===== src/rtl/pc_sequencer.sv =====
// Program-counter owner for the MIPS core: fetches words over req/ack, issues them over
// valid/ready, and steers the PC from the branch/jump/jr/halt decision at acceptance.
module pc_sequencer #(
  parameter logic [31:0] RESET_PC = 32'h0040_0000,
  parameter logic [31:0] EXC_PC   = 32'h0040_0004
) (
  input  logic        clk,
  input  logic        rst,
  output logic        imem_req,
  output logic [31:0] imem_addr,
  input  logic        imem_ack,
  input  logic [31:0] imem_rdata,
  output logic        instr_valid,
  input  logic        instr_ready,
  output logic [31:0] instr,
  output logic [31:0] instr_pc,
  input  logic        br_taken,
  input  logic [15:0] br_off,
  input  logic        jmp,
  input  logic [25:0] jmp_idx,
  input  logic        jr,
  input  logic [31:0] jr_target,
  input  logic        halt,
  output logic        addr_err,
  output logic        halted,
  output logic [31:0] retire_cnt
);

  typedef enum logic [1:0] {StIdle, StFetch, StIssue, StHalt} state_e;

  state_e      state_q;
  logic [31:0] pc_q;
  logic [31:0] instr_q;
  logic [31:0] instr_pc_q;
  logic [31:0] retire_cnt_q;
  logic        addr_err_q;

  logic [31:0] seq_pc;
  logic [31:0] br_pc;
  logic [31:0] next_pc;
  logic        jr_misaligned;
  logic        accept;

  assign accept        = (state_q == StIssue) && instr_ready;
  assign jr_misaligned = (jr_target[1:0] != 2'b00);

  always_comb begin
    seq_pc  = instr_pc_q + 32'd4;
    br_pc   = seq_pc + {{14{br_off[15]}}, br_off, 2'b00};
    next_pc = seq_pc;
    if (jr) begin
      next_pc = jr_misaligned ? EXC_PC : jr_target;
    end else if (jmp) begin
      next_pc = {seq_pc[31:28], jmp_idx, 2'b00};
    end else if (br_taken) begin
      next_pc = br_pc;
    end
  end

  always_ff @(posedge clk) begin
    if (rst) begin
      state_q      <= StIdle;
      pc_q         <= RESET_PC;
      instr_q      <= 32'd0;
      instr_pc_q   <= 32'd0;
      retire_cnt_q <= 32'd0;
      addr_err_q   <= 1'b0;
    end else begin
      addr_err_q <= 1'b0;
      unique case (state_q)
        StIdle: state_q <= StFetch;
        StFetch: begin
          if (imem_ack) begin
            instr_q    <= imem_rdata;
            instr_pc_q <= pc_q;
            state_q    <= StIssue;
          end
        end
        StIssue: begin
          if (accept) begin
            retire_cnt_q <= retire_cnt_q + 32'd1;
            if (halt) begin
              state_q <= StHalt;
            end else begin
              pc_q       <= next_pc;
              addr_err_q <= jr && jr_misaligned;
              state_q    <= StFetch;
            end
          end
        end
        StHalt: state_q <= StHalt;
        default: state_q <= StIdle;
      endcase
    end
  end

  assign imem_req    = (state_q == StFetch);
  assign imem_addr   = pc_q;
  assign instr_valid = (state_q == StIssue);
  assign halted      = (state_q == StHalt);
  assign instr       = instr_q;
  assign instr_pc    = instr_pc_q;
  assign retire_cnt  = retire_cnt_q;
  assign addr_err    = addr_err_q;

endmodule


===== config.mk =====
export PLATFORM = sky130hd
export DESIGN_NAME = pc_sequencer
export DESIGN_NICKNAME = d
export VERILOG_FILES = /design/src/rtl/pc_sequencer.sv
export SDC_FILE = /design/constraint.sdc
export NUM_CORES = 1
export LEC_CHECK = 0
export BUFFER_PORTS_ARGS = -buffer_cell sky130_fd_sc_hd__buf_4
export CAP_MARGIN = 20
export CORE_AREA = 2 2 126 128
export DETAILED_ROUTE_END_ITERATION = 16
export DIE_AREA = 0 0 128 130
export PLACE_DENSITY = 0.8
export SLEW_MARGIN = 0
export SYNTH_ARGS = -nofsm -noshare
export SYNTH_HDL_FRONTEND = slang
export SYNTH_SLANG_ARGS = --single-unit

===== constraint.sdc =====
create_clock -name clk -period 4.32 [get_ports clk]
set_clock_uncertainty 0.15 [all_clocks]
set_input_delay 0.216 -clock clk [delete_from_list [all_inputs] [get_ports clk]]
set_output_delay 0.216 -clock clk [all_outputs]
set_load 0.05 [all_outputs]

[Word level (Yosys, flattened, before mapping)]
Index checks and enable logic that the tools add are counted.
Word-level totals
  bits in registers: 131
  input port bits: 114
  output and inout port bits: 132
  logic and storage cells: 34
Cells by class
  add/subtract/negate cells: 3
  eq/ne operators: 5
  multiplexer cells: 8
  bitwise gates (word level): 3
  reduce and logical (&&, ||, !) cells: 9
Operator list (count)
  2-to-1 mux 32 bit: 4
  adder 32 x 1 -> 32 bit (second input constant): 1
  adder 32 x 3 -> 32 bit (second input constant): 1
  adder 32 bit: 1
  one-hot mux 2 bit (4 select lines): 1
  2-to-1 mux 2 bit: 3
  AND reduction 2 bit: 3
  == test 2 bit (second input constant): 2
  inequality test 2 x 1 -> 1 bit (second input constant): 2
  OR reduction 4 bit: 1
  inverter 1 bit: 3
  AND reduction 3 bit: 1
  == test 2 x 1 -> 1 bit (second input constant): 1
  logical AND 1 bit: 2
  zero test 2 bit: 1
  nonzero test 2 bit: 1

[Logic depth before layout (Yosys ltp)]
Gate-level depths: netlist of run 1.
  word-level depth: 5
  depth in mapped cells: 17

[Least setup slack after synthesis of run 1]
Ideal clock, no wire load.
  path kind: register to register
  from: register instr_pc_q[10] (netlist: instr_pc[10])
  to: register pc_q[31] (netlist: imem_addr[31])
  setup time: 0.086 ns
  data arrival time: 3.521 ns
  data required time: 4.084 ns
  setup slack: 0.563 ns
  stages on the path, launching flop included: 15
  path buffers: 0
  path through: dfxtp_1 nand3_2 or4_4 nor3b_4 nor3b_2 xor2_1 ha_1 a211o_1 a21oi_1 o21ai_0 nor4_1 a21oi_1 a21oi_1 nor3_1 a211oi_1
On the way
  cells in the longest elaborated chain, start to end: 5
RTL lines
  start: declaration: line 34  | logic [31:0] instr_pc_q;
  start signal: assignment: line 75  | instr_pc_q <= pc_q;
  adder 32 x 3 -> 32 bit *: line 48  | seq_pc = instr_pc_q + 32'd4;
  adder 32 bit: line 49  | br_pc = seq_pc + {{14{br_off[15]}}, br_off, 2'b00};
  2-to-1 mux 32 bit: line 55  | end else if (br_taken) begin
  2-to-1 mux 32 bit *: line 53  | end else if (jmp) begin
  2-to-1 mux 32 bit *: line 51  | if (jr) begin
  end signal: assignment: line 85  | pc_q <= next_pc;
  end: declaration: line 32  | logic [31:0] pc_q;
Mark *: on every way between the ends. The rest lies on a longest branch, timed or not.
A chain may end at the register's enable or synchronous reset.

[Final worst setup path of run 1]
  from: register instr_pc_q[10] (netlist: instr_pc[10])
  to: register pc_q[29] (netlist: imem_addr[29])
Same word-level chain as after synthesis.

==> results of run 1 <==
## per-stage QoR
step           cells  instance area (sq um)  setup WS, ps  util, %
5_1_grt         1510                  10800          23.2     69.9
4_1_cts         1510                  10800           193     69.9
3_3_place_gp    1425                   9680           302     62.8
3_5_place_dp    1425                   9680           226     62.8
2_1_floorplan   1035                   7780           563        -
6_report        1511                  10800           198     69.9
## state kept, by name, summed over array words and instances (netlist names)
signal / cells
instr: 32
instr_pc: 32
state_q: 2
imem_addr: 32
addr_err: 1
retire_cnt: 32
## placed cells by master, fill, tap and decap left out, types with 10 or more instances in the layout
cell type | synthesis | layout
nor3_1 | 16 | 16
and3_1 | 17 | 17
o21ai_0 | 46 | 46
or3_1 | 10 | 10
dlygate4sd3_1 | 0 | 53
clkbuf_16 | 0 | 17
dfxtp_1 | 131 | 131
a21oi_1 | 128 | 128
inv_1 | 20 | 20
nand4_1 | 14 | 14
ha_1 | 38 | 38
nor2_1 | 92 | 91
nand2_1 | 209 | 208
o211ai_1 | 10 | 10
nand3_1 | 40 | 40
buf_4 | 0 | 253
xor2_1 | 35 | 35
xnor2_1 | 39 | 39
a211oi_1 | 23 | 23
## worst paths after layout
path / from / to / slack, ps / depth (start not counted)
worst max register to register: instr_pc[10]$_SDFFE_PP0P_ / imem_addr[29]$_SDFFE_PP0P_ / 200 / 15
worst min-delay path: jmp_idx[12] / imem_addr[14]$_SDFFE_PP0P_ / 9 / 3
worst min register to register: instr[0]$_SDFFE_PP0P_ / instr[0]$_SDFFE_PP0P_ / 300 / 2
worst max-delay path: instr_pc[10]$_SDFFE_PP0P_ / imem_addr[29]$_SDFFE_PP0P_ / 200 / 15
## power groups by stage
stage / Sequential (uW) / Clock [uW] / Combinational (uW)
after CTS: 1250 / 1410 / 500
after global routing: 1250 / 1460 / 543
after detailed placement: 1280 / 0 / 457
final: 1250 / 1410 / 510
after global placement: 1280 / 0 / 456
after floorplan: 1350 / 0 / 197
## critical path: stages (launching register included)
cell	delay [ps]
dfxtp_1	450
nand3_2	150
or4_4	600
nor2_1	420
nand2_1	140
xnor2_1	290
ha_1	370
a21oi_1	180
o21ai_0	90
a21oi_1	180
nor2_1	60
o32a_1	320
a41oi_1	200
xnor2_1	140
a22oi_1	100
a211oi_1	190
## layer usage
layer  share of wire (%)  vias up
li1                    -     4176
met3                 7.5       85
met4                 4.2        0
met1                  41     4070
met2                  47      388
met5                   0        -
## timing repair
action / 4_1_cts / 5_1_grt
hold buffers: 53 / 0
endpoints found under the setup margin: 0 / 1
endpoints found under the hold margin: 51 / 0
resized for setup: 0 / 1
## kinds of logic (layout without fill, tap and decap cells)
| group | after synthesis | after routing | share of synthesized area, % |
|---|---|---|---|
| compound gates | 271 | 271 | 20.8 |
| xor+xnor | 75 | 75 | 8.68 |
| fa+ha+maj | 39 | 39 | 6.37 |
| buf+inv | 75 | 358 | 4.20 |
| flops | 131 | 131 | 33.7 |
| mux | 5 | 5 | 0.659 |
| other cells | 0 | 1 | 0 |
| simple gates | 439 | 439 | 25.6 |
## layout make-up
type                    count  area [sq um]
diodes                      1          2.50
clock buffers              17           425
clock inverters            15           139
fillers                  1240          4640
inverters                  20          75.1
multi-input cells         829          4850
flip-flops and latches    131          2620
well taps                 192           240
repair buffers            306          2430
==> metrics.cfg, run 1 <==
[die]
io_pins=246
rows=46
die-height_um=130
fp.dieArea_sq_um=16600
die_x_um=128
core_sq_um=15400
initial_core_util_pct=50.5

[synthesis]
syn-cell-area_sq_um=7780
synthTopCellsByArea=dfxtp_1, nand2_1, a21oi_1
synth_area_per_cell_sq_um=7.52
synthTopCellsByCount=nand2_1, dfxtp_1, a21oi_1
yosysWarnings=0
synth_seq_cells=131
synth_largest_area_cell=dfxtp_1
syn_inst=1035
synthFlopType=dfxtp_1
async_flop_share_pct=0
synth_seq_area_share_pct=33.7
synth.distinct_cells=69
yosysTopAreaCellShare_pct=33.7
yosysMostFrequentCell=nand2_1
synth_edf_count=0
synth_fp_nets=1188

[global_route]
track_usage_pct=32.7
met1_usage_pct=40.5
antenna_found_initial=0
grt_max_degree=76
grt_pass1_wl_mm=43.0
use_met3_pct=6.97
met2_usage_pct=54.2
overflow=0
grt-busiest-layer=met2
grt_pass1_vias=8393

[clock_network]
cts_tree=done
clock_latency_ps=430
numCtsBuffers=17
clk_pin_slew_worst_paths_ps=70
clkSinkCount=131
clockBufferDepth=2
postCtsSetupRepairBufs=0
clockRootBuffer=clkbuf_16
h-tree-depth=4

[detailed_routing]
drtAntennaViolNets=0
vias=8719
drtPass1Iterations=5
avgRoutedWirePerCell_um=18.4
drt_iter0_markers=624
vias_per_cell=5.77
drc=0
routed_wl_mm=27.8

[pwr]
p_comb_share_pct=16.1
p_int_uw=2200
power_frac_seq_pct=39.5
switching_share_pct=30.7
leakage_uw=0.00455
power_frac_clock_pct=44.4
power.density_nw_per_um2=294
power_uw=3170
ir_worst_vdd_uv=247
power.net_switching_uw=973

[cells_and_area]
areaGrowthSynthToFinish_pct=38.6
num-nets-final=1458
drive_gt1_share_pct=22.9

[worst_setup_path]
critPathMaxFanout=6
endpoint_kind=flip-flop
start_kind=flip-flop
cp.arrival_ps=4320
path_class=reg2reg
cp.required_ps=4520

[placed_design]
portBuffers=245
place_hpwl_mm=19.2
gp_congestion=0.947

[timing]
hold_viol=0
fin_crit_sh_pct=95.4
worstMarginPinSlew_ps=950
timing.setup.tns_ps=0
rsz0062_at_grt=false
max-slew-margin-rel_pct=36.7
setup_viol_count_final=0
post-route-min-period_ps=4120
fmax_mhz=243
finalMaxSlewViolations=0
whs_ps=9.36

[min_path]
hold_class=in2reg

[status]
outcome=finished clean

[flow_run]
maxCapViolations=0

Note: power is estimated with default switching activity, not from simulation.
==> inputs of run 2 (changes only) <==
Settings changed: ABC_AREA from default to 1, CORE_AREA 2 2 126 128 to 2 2 134 136, DIE_AREA 0 0 128 130 to 0 0 136 138, RECOVER_POWER from default to 50.
==> run 2 against run 1 <==
Critical path depth grew 5. First-iteration DRC count is 92% higher. Synthesized cell count rose by 48%. Sequential power increased by 3%. Final cell count rose by 36%. Cell area up 9.9%. Area after synthesis up 18%. Flip-flop and latch count is the same. Register-to-register slack better by 40 ps. Maximum frequency rose by 0.98%. Largest cell class unchanged.
==> metrics.cfg, run 2 <==
[worst_setup_path]
start_kind=flip-flop
cp.arrival_ps=4240  ; -80 ps
cp_slowest_cell=dfxtp_1
critPathMaxFanout=5  ; -1
endpoint_kind=flip-flop
cp.required_ps=4470  ; -50 ps
path_cells=ha_1 -> nand3_1 -> inv_1 -> nand2_1 -> nor2_1 -> nand3_1 -> xor2_2 -> inv_1 -> ha_1 -> nand2_1 -> nor2_1 -> nand2_1 -> nor2_1 -> nand2_1 -> nand3_1 -> nand2_1 -> nand3_1 -> nand3_1 -> nand2_1 -> a21oi_1
cpPeakStageDelay_ps=430  ; -170 ps
path_class=reg2reg
crit_path_frequent_cell=nand2_1

[placed_design]
gp_congestion=1.01  ; +6.2%
place_hpwl_mm=26.1  ; +36%
dp_slack_ps=317  ; +90.6 ps
portBuffers=245  ; unchanged

[synthesis]
yosysMostFrequentCell=nand2_1
synth_largest_area_cell=dfxtp_1
synth_seq_cells=131  ; unchanged
synth_seq_area_share_pct=28.7  ; -5.0 points
synthFlopType=dfxtp_1
yosysWarnings=0  ; unchanged
yosysTopAreaCellShare_pct=28.7  ; -5.0 points
async_flop_share_pct=0  ; unchanged
syn-cell-area_sq_um=9150  ; +18%
synth_area_per_cell_sq_um=5.98  ; -20%
synth.distinct_cells=39  ; -43%
synth_fp_nets=1681  ; +41%
syn_inst=1528  ; +48%
synthTopCellsByCount=nand2_1, inv_1, nor2_1
synthTopCellsByArea=dfxtp_1, nand2_1, inv_1
synth_edf_count=0  ; unchanged

[clock_network]
h-tree-depth=4  ; unchanged
clk_pin_slew_worst_paths_ps=60  ; about the same
clockRootBuffer=clkbuf_16
cts_tree=done
clock_latency_ps=420  ; about the same
numCtsBuffers=17  ; unchanged
clkSinkCount=131  ; unchanged
clockBufferDepth=2  ; unchanged
postCtsSetupRepairBufs=0  ; unchanged

[status]
outcome=finished clean

[die]
rows=49  ; +6.5%
die_x_um=136  ; +6.3%
initial_core_util_pct=52.2  ; +1.7 points
die-height_um=138  ; +6.2%
fp.dieArea_sq_um=18800  ; +13%
io_pins=246  ; unchanged
core_sq_um=17500  ; +14%

[global_route]
grt_max_degree=75  ; -1.3%
antenna_found_initial=1  ; +1
overflow=0  ; unchanged
grt_pass1_wl_mm=55.9  ; +30%
track_usage_pct=37.8  ; +5.1 points
grt_pass1_vias=10711  ; +28%

[timing]
hold_viol=0  ; unchanged
max-slew-margin-rel_pct=39.6  ; +2.9 points
setup_slack_ps=239  ; +40.2 ps
fmax_mhz=245  ; +0.98%
finalMaxSlewViolations=0  ; unchanged
worstMarginPinSlew_ps=906  ; -44.2 ps
post-route-min-period_ps=4080  ; -40.2 ps
setup_viol_count_final=0  ; unchanged
timing.setup.tns_ps=0  ; unchanged
fin_crit_sh_pct=94.5  ; -0.93 points
rsz0062_at_grt=false

[detailed_routing]
drtPass1Iterations=6  ; +1
vias=11198  ; +28%
drc=0  ; unchanged
drtAntennaViolNets=0  ; unchanged
routed_wl_mm=35.5  ; +27%
vias_per_cell=5.46  ; -5.3%
drt_iter0_markers=1196  ; +92%
avgRoutedWirePerCell_um=17.3  ; -6.1%

[cells_and_area]
final_common_cell=nand2_1
final_cell_mix=nand2_1, inv_1, nor2_1
drive_gt1_share_pct=10.2  ; -13 points
areaGrowthSynthToFinish_pct=29.7
seqCellArea_sq_um=2620  ; unchanged
multiInputGateArea_sq_um=5550  ; +14%
fillers=1660  ; +34%
num-nets-final=1960  ; +34%

[pwr]
ir_worst_vdd_uv=258  ; +4.2%
power.density_nw_per_um2=304  ; +3.6%
leakage_uw=0.00540  ; +19%

[flow_run]
maxCapViolations=0  ; unchanged

[min_path]
hold_class=in2reg

-- run 2: cell count changes after synthesis, sizes merged, moves of 6 or more --
cell,change
xnor2,-29
inv,+182
and2,-6
nand3,+49
or3,-10
nor3,+9
a31oi,+21
a211oi,-24
and3,-17
nand2,+294
o21ai,+21
xor2,-10
nor2,+73
-- run 2: final cells by class --
class	count	share of cell area (%)
Antenna cell	1	0.0211
Timing Repair Buffer	312	17.0
Tap cell	229	2.42
Clock buffer	18	3.70
Sequential cell	131	22.1
Inverter	203	6.47
Clock inverter	14	1.51
Multi-Input combinational cell	1142	46.8
-- run 2: per-layer routing --
metal,routed length (um),share of wire (%),GRT usage [%]
met3,3080,8.7,9.09
met4,1760,5.0,17.4
met1,14000,40,46.6
met5,0,0,0
met2,16600,47,62.0
-- run 2: worst paths after layout --
path	startpoint	to	slack [ps]	cells after the start
setup reg to reg	instr_pc[3]$_SDFFE_PP0P_	imem_addr[24]$_SDFFE_PP0P_	240	20
hold reg to reg	instr[26]$_SDFFE_PP0P_	instr[26]$_SDFFE_PP0P_	310	2
hold / removal	instr_ready	state_q[0]$_SDFFE_PP0P_	20	3
setup / recovery	instr_pc[3]$_SDFFE_PP0P_	imem_addr[24]$_SDFFE_PP0P_	240	20
-- run 2: what timing repair did --
action                                  4_1_cts  5_1_grt
hold buffers                                 60        0
hold endpoints to repair                     59        0
endpoints found under the setup margin        0        1
resized for setup                             0        1
-- run 2: cells by family (layout without fill, tap and decap cells) --
group                    after synthesis  after routing  synth area share [%]
buffers and inverters                255            547                  10.5
XOR/XNOR                              36             36                  3.45
adder cells (fa/ha/maj)               39             39                  5.42
AND/OR/NAND/NOR                      821            821                  37.6
AO/OA/AOI/OAI                        246            246                  14.3
flip-flops                           131            131                  28.7
other                                  0              1                     0
-- run 2: report_power, final --
group          internal [uW]  switching [uW]
Combinational            267             544
Sequential              1250            42.3
Clock                    930             575
-- run 2: worst max-delay path: cells and delay by family, from the launching register on --
| family | cells | cell delay, ps |
|---|---|---|
| buf+inv | 2 | 190 |
| fa+ha+maj | 2 | 650 |
| compound gates | 1 | 60 |
| simple gates | 14 | 2220 |
| xor+xnor | 1 | 260 |
| flops | 1 | 430 |
-- run 2: metrics by stage --
| stage | instances | hold slack, ps | area, sq um | util, % | total power, uW |
|---|---|---|---|---|---|
| after floorplan | 1528 | 209 | 9150 | - | 1810 |
| after global placement | 1957 | 302 | 11100 | 63.5 | 2080 |
| after detailed placement | 1957 | 306 | 11100 | 63.5 | 2090 |
| after CTS | 2049 | 2.58 | 12400 | 70.5 | 3620 |
| after global routing | 2050 | 2.28 | 11900 | 67.6 | 3740 |
| final | 2050 | 23.7 | 11900 | 67.6 | 3610 |
==> inputs of run 3 (changes only) <==
==> constraint.sdc (replaced) <==
create_clock -name clk -period 4.32 [get_ports clk]
set_clock_uncertainty 0.15 [all_clocks]
set_input_delay 0.432 -clock clk [delete_from_list [all_inputs] [get_ports clk]]
set_output_delay 0.432 -clock clk [all_outputs]
set_load 0.05 [all_outputs]
==> run 3 against run 2 <==
The run now ends with capacitance limit, slew limit left. Global-route usage fell by 2.3 points. Core utilization fell by 3.1 points. Non-clock buffer count fell by 59. Largest cell class unchanged.
==> metrics.cfg, run 3 (synthesis gave the netlist of run 2 again) <==
[status]
outcome=finished with violations
violations=capacitance limit, slew limit

[timing]
finalMaxSlewViolations=74  ; +74
max-slew-margin-rel_pct=-130  ; -170 points
fin_crit_sh_pct=89.9  ; -4.6 points
hold_viol=0  ; unchanged
setup_viol_count_final=0  ; unchanged
worstMarginPinSlew_ps=3450  ; +2540 ps
timing.setup.tns_ps=0  ; unchanged
post-route-min-period_ps=3880  ; -197 ps
rsz0062_at_grt=false
fmax_mhz=257  ; +5.1%
setup_slack_ps=436  ; +197 ps

[clock_network]
clk_pin_slew_worst_paths_ps=60  ; about the same
hold_buffers=0  ; -100%
clkSinkCount=131  ; unchanged
h-tree-depth=4  ; unchanged
clockBufferDepth=2  ; unchanged
ctsResizeCount=0  ; unchanged
cts_tree=done
clock_latency_ps=420  ; about the same
postCtsSetupRepairBufs=0  ; unchanged
clockRootBuffer=clkbuf_16
numCtsBuffers=17  ; unchanged

[global_route]
track_usage_pct=35.5  ; -2.3 points
overflow=0  ; unchanged
grt_pass1_wl_mm=52.4  ; -6.3%
grt_max_degree=85  ; +13%
antenna_found_initial=0  ; -1
grt_pass1_vias=9978  ; -6.8%

[placed_design]
portBuffers=245  ; unchanged
place_area_sq_um=11100  ; unchanged
place_hpwl_mm=26.1  ; -0.20%
dp_cells=1957  ; unchanged
gp_congestion=0.979  ; -2.6%
dp_slack_ps=541  ; +224 ps

[pwr]
leakage_uw=0.00520  ; -3.8%
ir_worst_vdd_uv=302  ; +17%
power.density_nw_per_um2=314  ; +3.2%
power_uw=3550  ; -1.5%

[die]
rows=49  ; unchanged
die-height_um=138  ; unchanged
core_sq_um=17500  ; unchanged
fp.dieArea_sq_um=18800  ; unchanged
initial_core_util_pct=52.2  ; unchanged
io_pins=246  ; unchanged
die_x_um=136  ; unchanged

[cells_and_area]
areaGrowthSynthToFinish_pct=23.7
num-nets-final=1901  ; -3.0%
fillers=1798  ; +8.3%
final_cell_mix=nand2_1, inv_1, nor2_1
antennaDiodeCount=0  ; -1
design_area_sq_um=11300  ; -4.6%
drive_gt1_share_pct=11.0  ; +0.74 points
stdcell_count=1990  ; -2.9%
final_common_cell=nand2_1

[detailed_routing]
drc=0  ; unchanged
drt_iter0_markers=888  ; -26%
drtPass1Iterations=6  ; unchanged
vias=10776  ; -3.8%
avgRoutedWirePerCell_um=16.9  ; -2.6%
routed_wl_mm=33.5  ; -5.4%
drtAntennaViolNets=0  ; unchanged
vias_per_cell=5.42  ; -0.87%

[worst_setup_path]
start_kind=flip-flop
critPathMaxFanout=6  ; +1
cp.required_ps=4310  ; -160 ps
cp.arrival_ps=3880  ; -360 ps
endpoint_kind=flip-flop
path_class=reg2reg

[min_path]
hold_class=in2reg

[flow_run]
maxCapViolations=1  ; +1

[run 3: report_power, final]
group          switching [uW]  internal [uW]  total (uW)
sequential               42.2           1250        1290
combinational             524            232         756
clock                     572            934        1510
[run 3: final timing paths]
kind / depth (start not counted) / slack [ps] / start / endpoint
worst max-delay path: 20 / 440 / instr_pc[2]$_SDFFE_PP0P_ / imem_addr[28]$_SDFFE_PP0P_
worst min-delay path: 3 / 120 / imem_rdata[2] / instr[2]$_SDFFE_PP0P_
worst max register to register: 20 / 440 / instr_pc[2]$_SDFFE_PP0P_ / imem_addr[28]$_SDFFE_PP0P_
worst min register to register: 2 / 320 / imem_addr[16]$_SDFFE_PP0P_ / instr_pc[16]$_SDFFE_PP0P_
[run 3: layer usage]
metal | wire, um | vias up | track usage [%]
li1 | - | 5321 | -
met2 | 16100 | 479 | 59.2
met1 | 13700 | 4906 | 45.1
met5 | 0 | - | 0
met4 | 1020 | 0 | 12.6
met3 | 2710 | 70 | 7.74
[run 3: area by class of cell]
cell class,instances,area [sq um],area share [%]
tap,229,287,2.53
inverter,203,767,6.78
clock inverter,13,176,1.56
sequential,131,2620,23.2
clock buffer,19,443,3.92
timing repair buffer,253,1450,12.8
multi-input combinational,1142,5570,49.2
[run 3: critical path, stage by stage, from the launching register on]
cell and delay, ps:
dfxtp_1 420, ha_1 230, nand3_1 180, inv_1 100, nand2_1 140, nor2_1 220
nand3_1 130, xor2_1 330, inv_1 90, ha_1 400, nand2_1 140, nor2_1 270
nand2_1 170, nor2_1 120, nand2_1 130, nand3_1 100, nand2_1 50, nand3_1 90
nand2_1 60, nand2_1 60, a21oi_1 60
[run 3: through the flow]
stage	util, %	hold WS, ps
6_report	64.5	117
5_1_grt	64.5	111
4_1_cts	67.0	98.9
3_5_place_dp	63.5	308
3_3_place_gp	63.5	302
2_1_floorplan	-	342
